$ cat config.mk
export PLATFORM = sky130hd
export DESIGN_NAME = spram_arb
export DESIGN_NICKNAME = d
export VERILOG_FILES = /design/src/rtl/spram_arb.sv
export SDC_FILE = /design/constraint.sdc
export NUM_CORES = 1
export LEC_CHECK = 0
export CAP_MARGIN = 15
export CORE_AREA = 2 2 234 236
export CTS_CLUSTER_SIZE = 40
export DETAILED_ROUTE_END_ITERATION = 12
export DIE_AREA = 0 0 236 238
export DONT_BUFFER_PORTS = 1
export PLACE_DENSITY = 0.3
export SKIP_LAST_GASP = 1
export SLEW_MARGIN = 10
export SYNTH_ARGS = -nofsm -noshare
export SYNTH_HDL_FRONTEND = slang
export SYNTH_SLANG_ARGS = --single-unit
$ cat constraint.sdc
create_clock -name clka -period 3.4 [get_ports clka]
set_clock_uncertainty 0.1 [all_clocks]
set_input_delay 0.34 -clock clka [delete_from_list [all_inputs] [get_ports clka]]
set_output_delay 0.34 -clock clka [all_outputs]
set_load 0.01 [all_outputs]
$ cat src/rtl/spram_arb.sv
`default_nettype none
// spram_arb: two-port round-robin arbiter feeding a single-port RAM, with read-return tracking (rev 1.0)
module spram_arb #(
  parameter int          DATA_DEPTH = 16,
  parameter int          DATA_WIDTH = 64,
  parameter int          RD_DELAY   = 1,
  parameter int          ADDR_WIDTH = (DATA_DEPTH > 1) ? $clog2(DATA_DEPTH) : 1,
  parameter logic [1:0]  RTSEL_VAL  = 2'b00,
  parameter logic [1:0]  WTSEL_VAL  = 2'b00
) (
  input  logic                  clka,
  input  logic                  rsta,
  input  logic                  p0_req,
  input  logic                  p0_we,
  input  logic [ADDR_WIDTH-1:0] p0_addr,
  input  logic [DATA_WIDTH-1:0] p0_wdata,
  input  logic [DATA_WIDTH-1:0] p0_bwe,
  output logic                  p0_gnt,
  output logic                  p0_rvalid,
  output logic [DATA_WIDTH-1:0] p0_rdata,
  input  logic                  p1_req,
  input  logic                  p1_we,
  input  logic [ADDR_WIDTH-1:0] p1_addr,
  input  logic [DATA_WIDTH-1:0] p1_wdata,
  input  logic [DATA_WIDTH-1:0] p1_bwe,
  output logic                  p1_gnt,
  output logic                  p1_rvalid,
  output logic [DATA_WIDTH-1:0] p1_rdata,
  output logic                  ram_ena,
  output logic                  ram_wena,
  output logic [ADDR_WIDTH-1:0] ram_addra,
  output logic [DATA_WIDTH-1:0] ram_dina,
  output logic [DATA_WIDTH-1:0] ram_bwea,
  input  logic [DATA_WIDTH-1:0] ram_douta,
  output logic [1:0]            ram_rtsel,
  output logic [1:0]            ram_wtsel
);

  localparam int PIPE_DEPTH = RD_DELAY + 1;

  logic                  ptr;
  logic                  xfer;
  logic                  sel_we;
  logic [ADDR_WIDTH-1:0] sel_addr;
  logic [DATA_WIDTH-1:0] sel_wdata;
  logic [DATA_WIDTH-1:0] sel_bwe;
  logic [PIPE_DEPTH-1:0] pipe_vld;
  logic [PIPE_DEPTH-1:0] pipe_id;

  // ptr names the port that wins when both request
  always_comb begin
    p0_gnt = 1'b0;
    p1_gnt = 1'b0;
    if (!rsta) begin
      if (p0_req && (!p1_req || !ptr)) p0_gnt = 1'b1;
      else if (p1_req)                 p1_gnt = 1'b1;
    end
  end

  always_comb begin
    xfer      = p0_gnt | p1_gnt;
    sel_we    = p1_gnt ? p1_we    : p0_we;
    sel_addr  = p1_gnt ? p1_addr  : p0_addr;
    sel_wdata = p1_gnt ? p1_wdata : p0_wdata;
    sel_bwe   = p1_gnt ? p1_bwe   : p0_bwe;
  end

  always_ff @(posedge clka) begin
    if (rsta) begin
      ptr       <= 1'b0;
      ram_ena   <= 1'b0;
      ram_wena  <= 1'b0;
      ram_addra <= '0;
      ram_dina  <= '0;
      ram_bwea  <= '0;
    end else begin
      if (xfer) ptr <= p0_gnt;
      ram_ena  <= xfer;
      ram_wena <= xfer & sel_we;
      if (xfer) begin
        ram_addra <= sel_addr;
        ram_dina  <= sel_wdata;
        ram_bwea  <= sel_bwe;
      end
    end
  end

  // Stage i is valid in the cycle i+1 after the read was granted
  always_ff @(posedge clka) begin
    if (rsta) begin
      pipe_vld <= '0;
      pipe_id  <= '0;
    end else begin
      pipe_vld[0] <= xfer & ~sel_we;
      pipe_id[0]  <= p1_gnt;
      for (int i = 1; i < PIPE_DEPTH; i++) begin
        pipe_vld[i] <= pipe_vld[i-1];
        pipe_id[i]  <= pipe_id[i-1];
      end
    end
  end

  assign p0_rvalid = pipe_vld[RD_DELAY] & ~pipe_id[RD_DELAY];
  assign p1_rvalid = pipe_vld[RD_DELAY] &  pipe_id[RD_DELAY];
  assign p0_rdata  = ram_douta;
  assign p1_rdata  = ram_douta;
  assign ram_rtsel = RTSEL_VAL;
  assign ram_wtsel = WTSEL_VAL;

endmodule
`default_nettype wire

After elaboration in Yosys (flattened, before gate mapping)
Cells that the tools add are included.
W data, S select, Z words.
{ "totals": {"ff_bits": 139, "input_bits": 334, "word_cells": 28} }
{ "op_classes": {"mux": 9, "n_bitwise": 7, "reduce_logical": 4} }
{ "ops": {"columns": ["cell", "n"], "rows": [
  ["$mux W64", 2],
  ["$mux W1", 6],
  ["$and A1 B1 Y1", 4],
  ["$mux W4", 1],
  ["$logic_not A1 Y1", 2],
  ["$not A1 Y1", 2],
  ["$logic_and A1 B1 Y1", 1],
  ["$logic_or A1 B1 Y1", 1],
  ["$or A1 B1 Y1", 1]
]} }

Depth between registers and ports, before layout
Gate-level depths: netlist of run 1.
{ "logic_depth": {"ltp_word": 8, "depth_mapped": 7, "ltp_nobuf": 3} }

Worst setup path after synthesis of run 1
Ideal clock, no wire load.
{ "synth_path": {"path_kind": "input-to-output", "start": "in p1_req", "end": "out p0_gnt", "t_arrival_ps": 1214, "setup_slack_ps": 1746, "stages": 4, "n_path_buf": 3, "path_cell_list": "buf_2 buf_2 clkbuf_1 a211oi_1"} }
{ "synth_between": {"elab_chain_len": 5} }
{ "synth_lines": {"columns": ["item", "line_no", "text"], "rows": [
  ["start, declared", "21", "input logic p1_req,"],
  ["$logic_not A1 Y1", "55", "if (p0_req && (!p1_req || !ptr)) p0_gnt = 1'b1;"],
  ["$logic_or A1 B1 Y1", "55", null],
  ["$logic_and A1 B1 Y1", "55", null],
  ["$mux W1", "55", null],
  ["$mux W1", "54", "if (!rsta) begin"],
  ["end, declared", "18", "output logic p0_gnt,"]
]} }
Every way passes these cells.

Worst setup path in the final report of run 1
{ "layout_path": {"start": "in rsta", "end": "out p1_gnt"} }
{ "layout_between": {"elab_chain_len": 1} }
{ "layout_lines": {"columns": ["item", "line_no", "text"], "rows": [
  ["start, declared", "12", "input logic rsta,"],
  ["$mux W1", "54", null],
  ["end, declared", "26", "output logic p1_gnt,"]
]} }
Every way passes these cells.

==> summary.md, run 1 <==
| Metric | Value |
|---|---|
| CP Class | `primary input to primary output` |
| Total grt overflow | `0` |
| Comb power frac | `a little over a tenth` |
| Hold EP | `ram_wena` |
| Vias per cell | `approximately 4.3` |
| 1st-iter DRT viols | `approximately 340` |
| Net Switching | `1210 uW` |
| Worst r2r dst | `ram_dina[12]` |
| Slew Limit Headroom | `about half` |
| Worst path slowest cell | `dlygate4sd3_1` |
| Final nets | `1,065` |
| Std-Cell Rows | `85` |
| Routed vias | `about 6,200` |
| Insertion delay to the later sink of the worst-skew pair | `around 0.46 ns` |
| Synth unique cells | `23` |
| Xor/xnor cell area share of the yosys netlist | `0%` |
| Routed len/inst | `roughly 20 um` |
| All-Layer GR Usage | `10.0%` |
| CP endpoint kind | `primary output` |
| Mapped Area | `approximately 0.0073 mm2` |
| DIE HEIGHT | `around 240 um` |
| Slowest cell delay on critical path | `between 0.6 and 0.7 ns` |
| Fin crit share | `between 60% and 70%` |
| Min-Delay Path Depth | `2` |
| Postcts setup bufs | `0` |
| VDD IR max | `between 300 and 400 uV` |
| DIE AREA | `~0.056 mm2` |
| Worst EP arrival | `approximately 1.8 ns` |
| Final antenna-violating net count | `0` |
| Detailed placer's ending HPWL | `around 18,000 um` |
| Seq pwr share | `a little over two fifths` |
| CTS tree | `built` |
| P_leak | `roughly 0.0034 uW` |
| Clock network power share | `approximately 45%` |
| Tot Pwr | `~4400 uW` |
| Hold Crit Start | `p0_we` |
| Setup TNS | `0 ns` |
| Main combinational cell family by area after synthesis | `compound AO/OA/AOI/OAI gates` |
| Post-cts repair resize count | `0` |
| Total CTS buffers | `17` |
| CP cell instances | `dlygate4sd3_1, nor2b_1, and2_4` |
| Final cell count without fillers | `around 1,400` |
| FF-to-FF path depth | `4` |
| Routed wire length | `28,500 um` |
| Synth warn | `0` |
| Clock-pin transition on the worst setup and hold timing paths | `~0.060 ns` |
| Clock root buffer | `clkbuf_16` |
| RSZ-0062 raised after global routing | `no` |
| Slew @ Worst Pin | `0.718 ns` |
| Simple-gate area share of the yosys netlist | `roughly 1.4%` |
| Synth Area in Compound Gates | `about 34%` |
| Hold_buf cts | `138` |
| Placed cell count | `between 1,000 and 1,500` |
| Core area | `0.0535 mm2` |
| Post-synthesis mux area share | `0%` |
| CTS sink count | `139` |
| Setup crit start kind | `primary input` |
| PD cells | `between 400 and 500 mW/mm2` |
| Gpl congestion | `0.678` |
| Internal power | `3210 uW` |
| Sw frac | `27.4%` |
| Largest net degree at the start of global routing | `approximately 140` |
| Initial Utilization | `13.7%` |
| Post-synthesis sequential area ratio | `38.0%` |
| Setup violators final | `0` |
| Reg-to-Reg Start | `ptr` |
| Flop-to-flop setup slack | `between 1 and 1.5 ns` |
| Chip width | `between 200 and 250 um` |
| Total of max-cap violations | `0` |
| Fill cells | `between 6,000 and 7,000` |
| Vias in the first global route | `6,397` |
| Worst-path maximum fanout | `around 140` |
| Drt pass-1 iters | `4` |
| Fraction of the mapped netlist area in adder cells | `0%` |
| Post-route DRC | `0` |
| Ratio of cells with drive above 1 in the final layout | `under 10%` |
| Buf+Inv Stages, Crit Path | `1` |
| Status | `finished clean` |
| Period minus WS final | `~2.2 ns` |
| Min-Delay Path Class | `primary input to flip-flop` |
| Place WS | `1.37 ns` |
| Peak Freq | `0.446 GHz` |
| CTS Buffer Depth | `2` |
| Synth Instances | `775` |
| Final Hold Fails | `0` |
| Worst EP required | `2.96 ns` |
| # port buffers | `0` |
| Global-route wire length before repair | `~42,000 um` |
| Yosys reg bits | `roughly 140` |
| Final WS setup | `roughly 1.2 ns` |
| Worst path top cell family by delay | `simple AND/OR/NAND/NOR gates` |
| Synth-to-layout area growth | `22.6%` |
| Mean Syn Cell Area | `between 9 and 10 um2` |
| Slew Limit Fails | `0` |
| I/O Pins | `604` |
| Antenna violations before repair | `1` |
| H-tree levels | `4` |
[synthesized netlist by cell type]
| cell | instances | area [um2] |
|---|---|---|
| dfxtp_1 | 139 | 2780 |
| buf_4 | 134 | 1010 |
| a2111oi_0 | 132 | 1160 |
| a221o_1 | 132 | 1320 |
| inv_1 | 132 | 495 |
| clkbuf_1 | 58 | 218 |
| buf_2 | 19 | 95.1 |
| buf_6 | 9 | 101 |
| nor2b_1 | 4 | 25.0 |
| and2_1 | 2 | 12.5 |
| nor2_1 | 2 | 7.51 |
| a211oi_1 | 1 | 7.51 |
| a21boi_0 | 1 | 7.51 |
| a21oi_1 | 1 | 5.00 |
| and2_4 | 1 | 8.76 |
| and3_1 | 1 | 6.26 |
| conb_1 | 1 | 3.75 |
| inv_2 | 1 | 3.75 |
| nand2b_1 | 1 | 6.26 |
| nand2b_4 | 1 | 13.8 |
| nor3_4 | 1 | 16.3 |
| nor4_1 | 1 | 6.26 |
| o21a_1 | 1 | 7.51 |
[placed cells by master, fill, tap and decap left out, types with 3 or more instances in the layout]
cell type	synthesis	final
a221o_1	132	132
buf_4	134	10
a2111oi_0	132	131
clkbuf_16	0	17
dlygate4sd3_1	0	138
inv_1	132	132
nor2b_1	4	4
conb_1	1	4
buf_12	0	6
dfxtp_1	139	138
clkinv_2	0	5
clkinvlp_4	0	3
bufinv_16	0	3
[cells by family (layout without fill, tap and decap cells)]
logic type,Yosys count,count (layout)
other cells,1,6
flops,139,139
buf+inv,353,319
compound gates,268,268
simple gates,14,14
[metal layers]
layer / wire [um] / global-route usage, %
met5: 0 / 0
met3: 2170 / 3.57
met2: 13900 / 16.5
met1: 11100 / 10.9
met4: 1320 / 6.66
[state kept, by name, indices dropped and copies added (netlist names)]
signal / cells
ram_addra: 4
ptr: 1
ram_ena: 1
ram_wena: 1
pipe_vld: 2
pipe_id: 2
ram_dina: 64
ram_bwea: 64
[power by group through the flow]
stage | sequential [uW] | clock (uW) | combinational (uW)
2_1_floorplan | 1920 | 0 | 462
3_3_place_gp | 1980 | 0 | 339
3_5_place_dp | 1970 | 0 | 344
4_1_cts | 1940 | 2110 | 481
5_1_grt | 1950 | 2150 | 526
6_report | 1940 | 2000 | 480
[metrics by stage]
stage	utilization (%)	hold slack, ns	area, um2
detailed placement	13.0	0.315	6980
global route	16.8	0.0767	8960
finish	16.8	0.101	8970
global placement	13.0	0.315	6980
floorplan	-	0.314	7320
CTS	16.8	0.0331	8960
[how the worst max path moves through the flow]
stage           start      endpoint  slack [ns]  cells past startpoint
5_1_grt           ptr        p1_gnt        1.03                      2
6_report         rsta        p1_gnt        1.16                      3
3_5_place_dp      ptr  ram_bwea[17]        1.37                      4
2_1_floorplan  p1_req        p0_gnt        1.75                      4
3_3_place_gp      ptr  ram_bwea[17]        1.38                      4
4_1_cts           ptr        p1_gnt        1.07                      2
[cell type report]
type | instances | area (um2) | share of cell area [%]
diodes | 2 | 5.00 | 0.0558
clock buffers | 20 | 457 | 5.09
clock inverters | 12 | 146 | 1.63
inverters | 133 | 502 | 5.60
multi-input cells | 286 | 2620 | 29.3
flip-flops and latches | 139 | 2790 | 31.1
well taps | 696 | 871 | 9.71
repair buffers | 154 | 1580 | 17.6
No activity file was read; power rests on OpenSTA's default activity.
==> run 2: changes to the inputs <==
clock period = 2.3 ns   (was 3.4 ns; I/O delays follow)
==> summary.md, run 2 (same netlist as run 1, synthesis figures left out) <==
| Metric | Value |
|---|---|
| Status | `finished clean` |
| Biggest regs | `ram_bwea: 64 flops, ram_dina: 64 flops, ram_addra: 4 flops` |
| # port buffers | `0 (unchanged)` |
| Detailed placer's ending HPWL | `18,000 um (+0.67%)` |
| RSZ-0062 raised after global routing | `no` |
| Peak Freq | `approximately 0.45 GHz` |
| P_leak | `0.00414 uW (+21%)` |
| CP endpoint kind | `flip-flop` |
| Chip width | `236 um (unchanged)` |
| Final antenna-violating net count | `0 (unchanged)` |
| Vias per cell | `4.34 (+0.35%)` |
| Flop-to-flop setup slack | `0.11 ns (-1.30 ns)` |
| Global-route wire length before repair | `46,300 um (+11%)` |
| Drt pass-1 iters | `5 (+1)` |
| Core area | `0.0535 mm2 (unchanged)` |
| Gpl congestion | `0.696 (+2.7%)` |
| Hold EP | `ram_dina[13]` |
| Fin crit share | `between 90% and 100%` |
| Worst EP arrival | `2.47 ns (+0.67 ns)` |
| Initial Utilization | `13.7% (unchanged)` |
| CTS tree | `built` |
| Min-Delay Path Class | `primary input to flip-flop` |
| Total of max-cap violations | `0 (unchanged)` |
| Std-Cell Rows | `85 (unchanged)` |
| Clock-pin transition on the worst setup and hold timing paths | `0.07 ns (about the same)` |
| Period minus WS final | `2.21 ns` |
| Routed vias | `6,794 (+8.8%)` |
| CP Class | `primary input to flip-flop` |
| Setup violators final | `0 (unchanged)` |
| Hold Slack | `0.0475 ns (-0.0535 ns)` |
| Slew Limit Headroom | `50.9% (+0.060 points)` |
| Synth-to-layout area growth | `39.8%` |
| Leading cell type in the layout, fill and taps excluded | `dlygate4sd3_1` |
| Total grt overflow | `0 (unchanged)` |
| I/O Pins | `604 (unchanged)` |
| Reg-to-Reg Start | `ptr` |
| Final WS setup | `0.0912 ns (-1.07 ns)` |
| FF-to-FF path depth | `5 (+1)` |
| DIE HEIGHT | `238 um (unchanged)` |
| CTS sink count | `139 (unchanged)` |
| Fill cells | `5,932 (-1.4%)` |
| Slew Limit Fails | `0 (unchanged)` |
| Final Hold Fails | `0 (unchanged)` |
| Slew @ Worst Pin | `0.736 ns (+0.0177 ns)` |
| All-Layer GR Usage | `11.2% (+1.2 points)` |
| Commonest cells after routing, fill and taps aside | `dlygate4sd3_1 (254), dfxtp_1 (138), inv_1 (132), a2111oi_0 (132), a221o_1 (132)` |
| Min-Delay Path Depth | `3 (+1)` |
| Insertion delay to the later sink of the worst-skew pair | `0.47 ns (about the same)` |
| Largest net degree at the start of global routing | `138 (unchanged)` |
| PD cells | `667 mW/mm2 (+35%)` |
| Ratio of cells with drive above 1 in the final layout | `6.81% (-0.18 points)` |
| Antenna violations before repair | `3 (+2)` |
| H-tree levels | `4 (unchanged)` |
| Clock root buffer | `clkbuf_16` |
| DIE AREA | `0.0562 mm2 (unchanged)` |
| Post-cts repair resize count | `0 (unchanged)` |
| Setup crit start kind | `primary input` |
| Hold Crit Start | `p0_wdata[13]` |
| Total CTS buffers | `17 (unchanged)` |
| Routed len/inst | `20.4 um (+3.0%)` |
| Setup TNS | `0 ns (unchanged)` |
| Final nets | `1,187 (+11%)` |
| CTS Buffer Depth | `2 (unchanged)` |
| Place WS | `0.595 ns (-0.773 ns)` |
| Routed wire length | `31,900 um (+12%)` |
| 1st-iter DRT viols | `375 (+12%)` |
| Worst r2r dst | `ram_bwea[3]` |
| Post-route DRC | `0 (unchanged)` |
| Vias in the first global route | `7,201 (+13%)` |
| Worst EP required | `2.56 ns (-0.40 ns)` |
| VDD IR max | `572 uV (+49%)` |
| Worst-path maximum fanout | `137 (+1.5%)` |
## run 2: cell count changes in the layout (fill, tap and decap cells not counted), moves of 2 or more
cell,before,now
dlygate4sd3_1,138,254
buf_12,6,9
buf_4,10,12
clkbuf_8,2,0
clkinv_4,1,3
inv_6,0,2
## run 2: worst max-delay path, cell delays in order
cell,delay (ns)
dlygate4sd3_1,0.56
nor2b_1,0.17
and2_4,0.24
buf_12,0.18
a221o_1,0.41
dlygate4sd3_1,0.56
## run 2: final cells by class
type | count | area (um2) | share of cell area, %
antenna | 2 | 5.00 | 0.0489
clock buffer | 17 | 425 | 4.16
clock inverter | 15 | 174 | 1.70
inverter | 133 | 502 | 4.91
multi-input combinational | 286 | 2620 | 25.6
sequential | 139 | 2790 | 27.2
tap | 696 | 871 | 8.52
timing repair buffer | 276 | 2840 | 27.8
## run 2: timing repair
action | in CTS | in global routing
hold buffers | 256 | 0
setup buffers | 0 | 0
endpoints found under the hold margin | 139 | 0
setup endpoints to repair | 0 | 0
## run 2: worst max-delay path by stage
stage,end,start,slack [ns],cells after the start
global route,ram_dina[25],ptr,0.06,5
finish,ram_bwea[3],p1_req,0.09,6
CTS,ram_bwea[2],ptr,0.16,5
floorplan,ram_bwea[32],ptr,0.69,7
detailed placement,ram_bwea[61],p0_req,0.59,4
global placement,ram_bwea[61],p0_req,0.65,4
## run 2: per-layer routing
layer | vias to the layer above | GRT usage, % | share of wire, %
met2 | 374 | 20.1 | 51
met4 | 0 | 6.72 | 4.1
met5 | - | 0 | 0
met3 | 75 | 4.29 | 7.8
li1 | 2971 | - | -
met1 | 3374 | 10.9 | 37
## run 2: stage by stage
stage | area [um2] | power (uW) | util [%] | instances
global route | 10200 | 7140 | 19.1 | 1564
floorplan | 7320 | 3520 | - | 778
detailed placement | 7030 | 3440 | 13.1 | 1274
CTS | 10200 | 6990 | 19.1 | 1562
global placement | 7030 | 3450 | 13.1 | 1274
finish | 10200 | 6820 | 19.1 | 1564
## run 2: where the power goes
group / internal (uW) / switching, uW
sequential: 2610 / 255
combinational: 595 / 413
clock: 1700 / 1250
==> run 3: changes to the inputs <==
clock period = 2.25 ns   (was 2.3 ns; I/O delays follow)
==> summary.md, run 3 (same netlist as run 1, synthesis figures left out) <==
| Metric | Value |
|---|---|
| Setup violators final | `1 (+1)` |
| Largest net degree at the start of global routing | `138 (unchanged)` |
| Clock network power share | `43.7% (+0.4 points)` |
| CTS tree | `built` |
| CP Class | `primary input to flip-flop` |
| Slowest cell delay on critical path | `0.57 ns (about the same)` |
| FF-to-FF path depth | `5 (unchanged)` |
| Final Hold Fails | `0 (unchanged)` |
| Routed vias | `6,832 (+0.56%)` |
| Setup crit start kind | `primary input` |
| CP endpoint kind | `flip-flop` |
| Fill cells | `5,927 (-0.084%)` |
| Vias per cell | `4.36 (+0.37%)` |
| Slew @ Worst Pin | `0.797 ns (+0.0617 ns)` |
| CP cell instances | `dlygate4sd3_1, nor2b_4, and2_4, buf_12, a221o_1, dlygate4sd3_1` |
| Period minus WS final | `about 2.3 ns` |
| Global-route wire length before repair | `46,700 um (+0.85%)` |
| Synth-to-layout area growth | `40.7%` |
| Reg-to-Reg Start | `ptr` |
| Routed wire length | `32,900 um (+3.3%)` |
| Hold Slack | `0.0607 ns (+0.0133 ns)` |
| All-Layer GR Usage | `11.2% (+0.045 points)` |
| VDD IR max | `580 uV (+1.3%)` |
| Final nets | `1,193 (+0.51%)` |
| Ratio of cells with drive above 1 in the final layout | `7.35% (+0.53 points)` |
| Total of max-cap violations | `0 (unchanged)` |
| CP most frequent cell | `dlygate4sd3_1` |
| Slew Limit Fails | `0 (unchanged)` |
| H-tree levels | `4 (unchanged)` |
| Placed cell count | `1,276 (+0.16%)` |
| CTS Buffer Depth | `2 (unchanged)` |
| Seq pwr share | `41.6% (-0.4 points)` |
| Worst EP arrival | `2.58 ns (+0.11 ns)` |
| PD cells | `683 mW/mm2 (+2.5%)` |
| Place WS | `0.491 ns (-0.103 ns)` |
| Total grt overflow | `0 (unchanged)` |
| Chip width | `236 um (unchanged)` |
| Peak Freq | `0.441 GHz` |
| Slew Limit Headroom | `46.7% (-4.3 points)` |
| Initial Utilization | `13.7% (unchanged)` |
| Biggest regs | `ram_bwea: 64 flops, ram_dina: 64 flops, ram_addra: 4 flops` |
| Worst path top cell family by delay | `buffers and inverters` |
| Buf+Inv Stages, Crit Path | `3 (unchanged)` |
| Clock root buffer | `clkbuf_16` |
| Final cell count without fillers | `1,567 (+0.19%)` |
| 1st-iter DRT viols | `309 (-18%)` |
| RSZ-0062 raised after global routing | `yes` |
| Vias in the first global route | `7,155 (-0.64%)` |
| Worst EP required | `2.56 ns (about the same)` |
| Internal power | `5070 uW (+3.5%)` |
| Clock-pin transition on the worst setup and hold timing paths | `0.06 ns (about the same)` |
| Sw frac | `27.9% (-0.27 points)` |
| P_leak | `0.00410 uW (-0.83%)` |
| Tot Pwr | `7030 uW (+3.1%)` |
| Detailed placer's ending HPWL | `18,400 um (+1.8%)` |
| Ant. Diodes | `0 (-2)` |
| CP startpoint | `p1_req` |
| Final WS setup | `-0.0194 ns (-0.111 ns)` |
| Min-Delay Path Class | `primary input to flip-flop` |
| Postcts setup bufs | `0 (unchanged)` |
| Std-Cell Rows | `85 (unchanged)` |
| Final core occ | `19.2% (+0.12 points)` |
| Leading cell type in the layout, fill and taps excluded | `dlygate4sd3_1` |
| Commonest cells after routing, fill and taps aside | `dlygate4sd3_1 (255), dfxtp_1 (138), inv_1 (132), a2111oi_0 (132), a221o_1 (132)` |
| DIE AREA | `0.0562 mm2 (unchanged)` |
| Final antenna-violating net count | `0 (unchanged)` |
| Total CTS buffers | `17 (unchanged)` |
| Fin crit share | `101%` |
| Net Switching | `1960 uW (+2.1%)` |
| Worst-path maximum fanout | `137 (unchanged)` |
| Insertion delay to the later sink of the worst-skew pair | `0.46 ns (about the same)` |
| I/O Pins | `604 (unchanged)` |
| Worst path slowest cell | `dlygate4sd3_1` |
| Status | `finished, violations left` |
| Core area | `0.0535 mm2 (unchanged)` |
| Hold Crit Start | `rsta` |
| Number of cells on the critical path | `6 (unchanged)` |
| # port buffers | `0 (unchanged)` |
| Flop-to-flop setup slack | `0.01 ns (-0.10 ns)` |
| Min-Delay Path Depth | `2 (-1)` |
| Gpl congestion | `0.687 (-1.3%)` |
| Comb power frac | `14.8% (about the same)` |
| Antenna violations before repair | `1 (-2)` |
| Drt pass-1 iters | `4 (-1)` |
| CTS sink count | `139 (unchanged)` |
| Routed len/inst | `21.0 um (+3.1%)` |
| Failing checks | `negative setup slack` |
| DIE HEIGHT | `238 um (unchanged)` |
| Post-route DRC | `0 (unchanged)` |
==> run 3: changes by cell type in the layout (fill, tap and decap cells not counted), sizes merged, moves of 2 or more <==
cell	before	now
and2	3	5
clkinv	8	4
buf	22	24
diode	2	0
clkbuf	17	21
==> run 3: routing by layer <==
metal / part of all wire [%] / routed length (um) / GRT usage (%)
met1: 37 / 12200 / 11.4
met2: 51 / 16800 / 19.7
met3: 7.9 / 2620 / 4.23
met4: 4.2 / 1380 / 6.62
met5: 0 / 0 / 0
==> run 3: final timing paths <==
kind / to
max: ram_dina[21]
min: pipe_vld[1]
max reg2reg: ram_dina[21]
min reg2reg: pipe_id[1]
==> run 3: layout make-up <==
type                       count  area [um2]  share of cell area, %
inverter                     133         502                   4.88
clock inverter                11         143                   1.39
multi-input combinational    288        2650                   25.7
sequential                   139        2790                   27.1
timing repair buffer         280        2880                   28.0
clock buffer                  20         467                   4.54
tap                          696         871                   8.46
==> run 3: power by group through the flow <==
| stage | registers [uW] | clock network [uW] | logic, uW |
|---|---|---|---|
| 2_1_floorplan | 2900 | 0 | 698 |
| 4_1_cts | 2920 | 3220 | 1020 |
| 5_1_grt | 2940 | 3290 | 1120 |
| 3_3_place_gp | 2980 | 0 | 536 |
| 6_report | 2920 | 3070 | 1040 |
| 3_5_place_dp | 2970 | 0 | 545 |
==> run 3: what timing repair did <==
| item | 4_1_cts | 5_1_grt |
|---|---|---|
| gates resized for setup | 0 | 4 |
| hold buffers | 257 | 0 |
| endpoints found under the setup margin | 0 | 63 |
| hold endpoints to repair | 139 | 0 |
==> run 3: stage by stage <==
| stage | TNS (ns) | instance area, um2 |
|---|---|---|
| finish | -0.0194 | 10300 |
| global route | -0.222 | 10300 |
| CTS | 0 | 10200 |
| detailed placement | 0 | 7020 |
| global placement | 0 | 7020 |
| floorplan | 0 | 7320 |
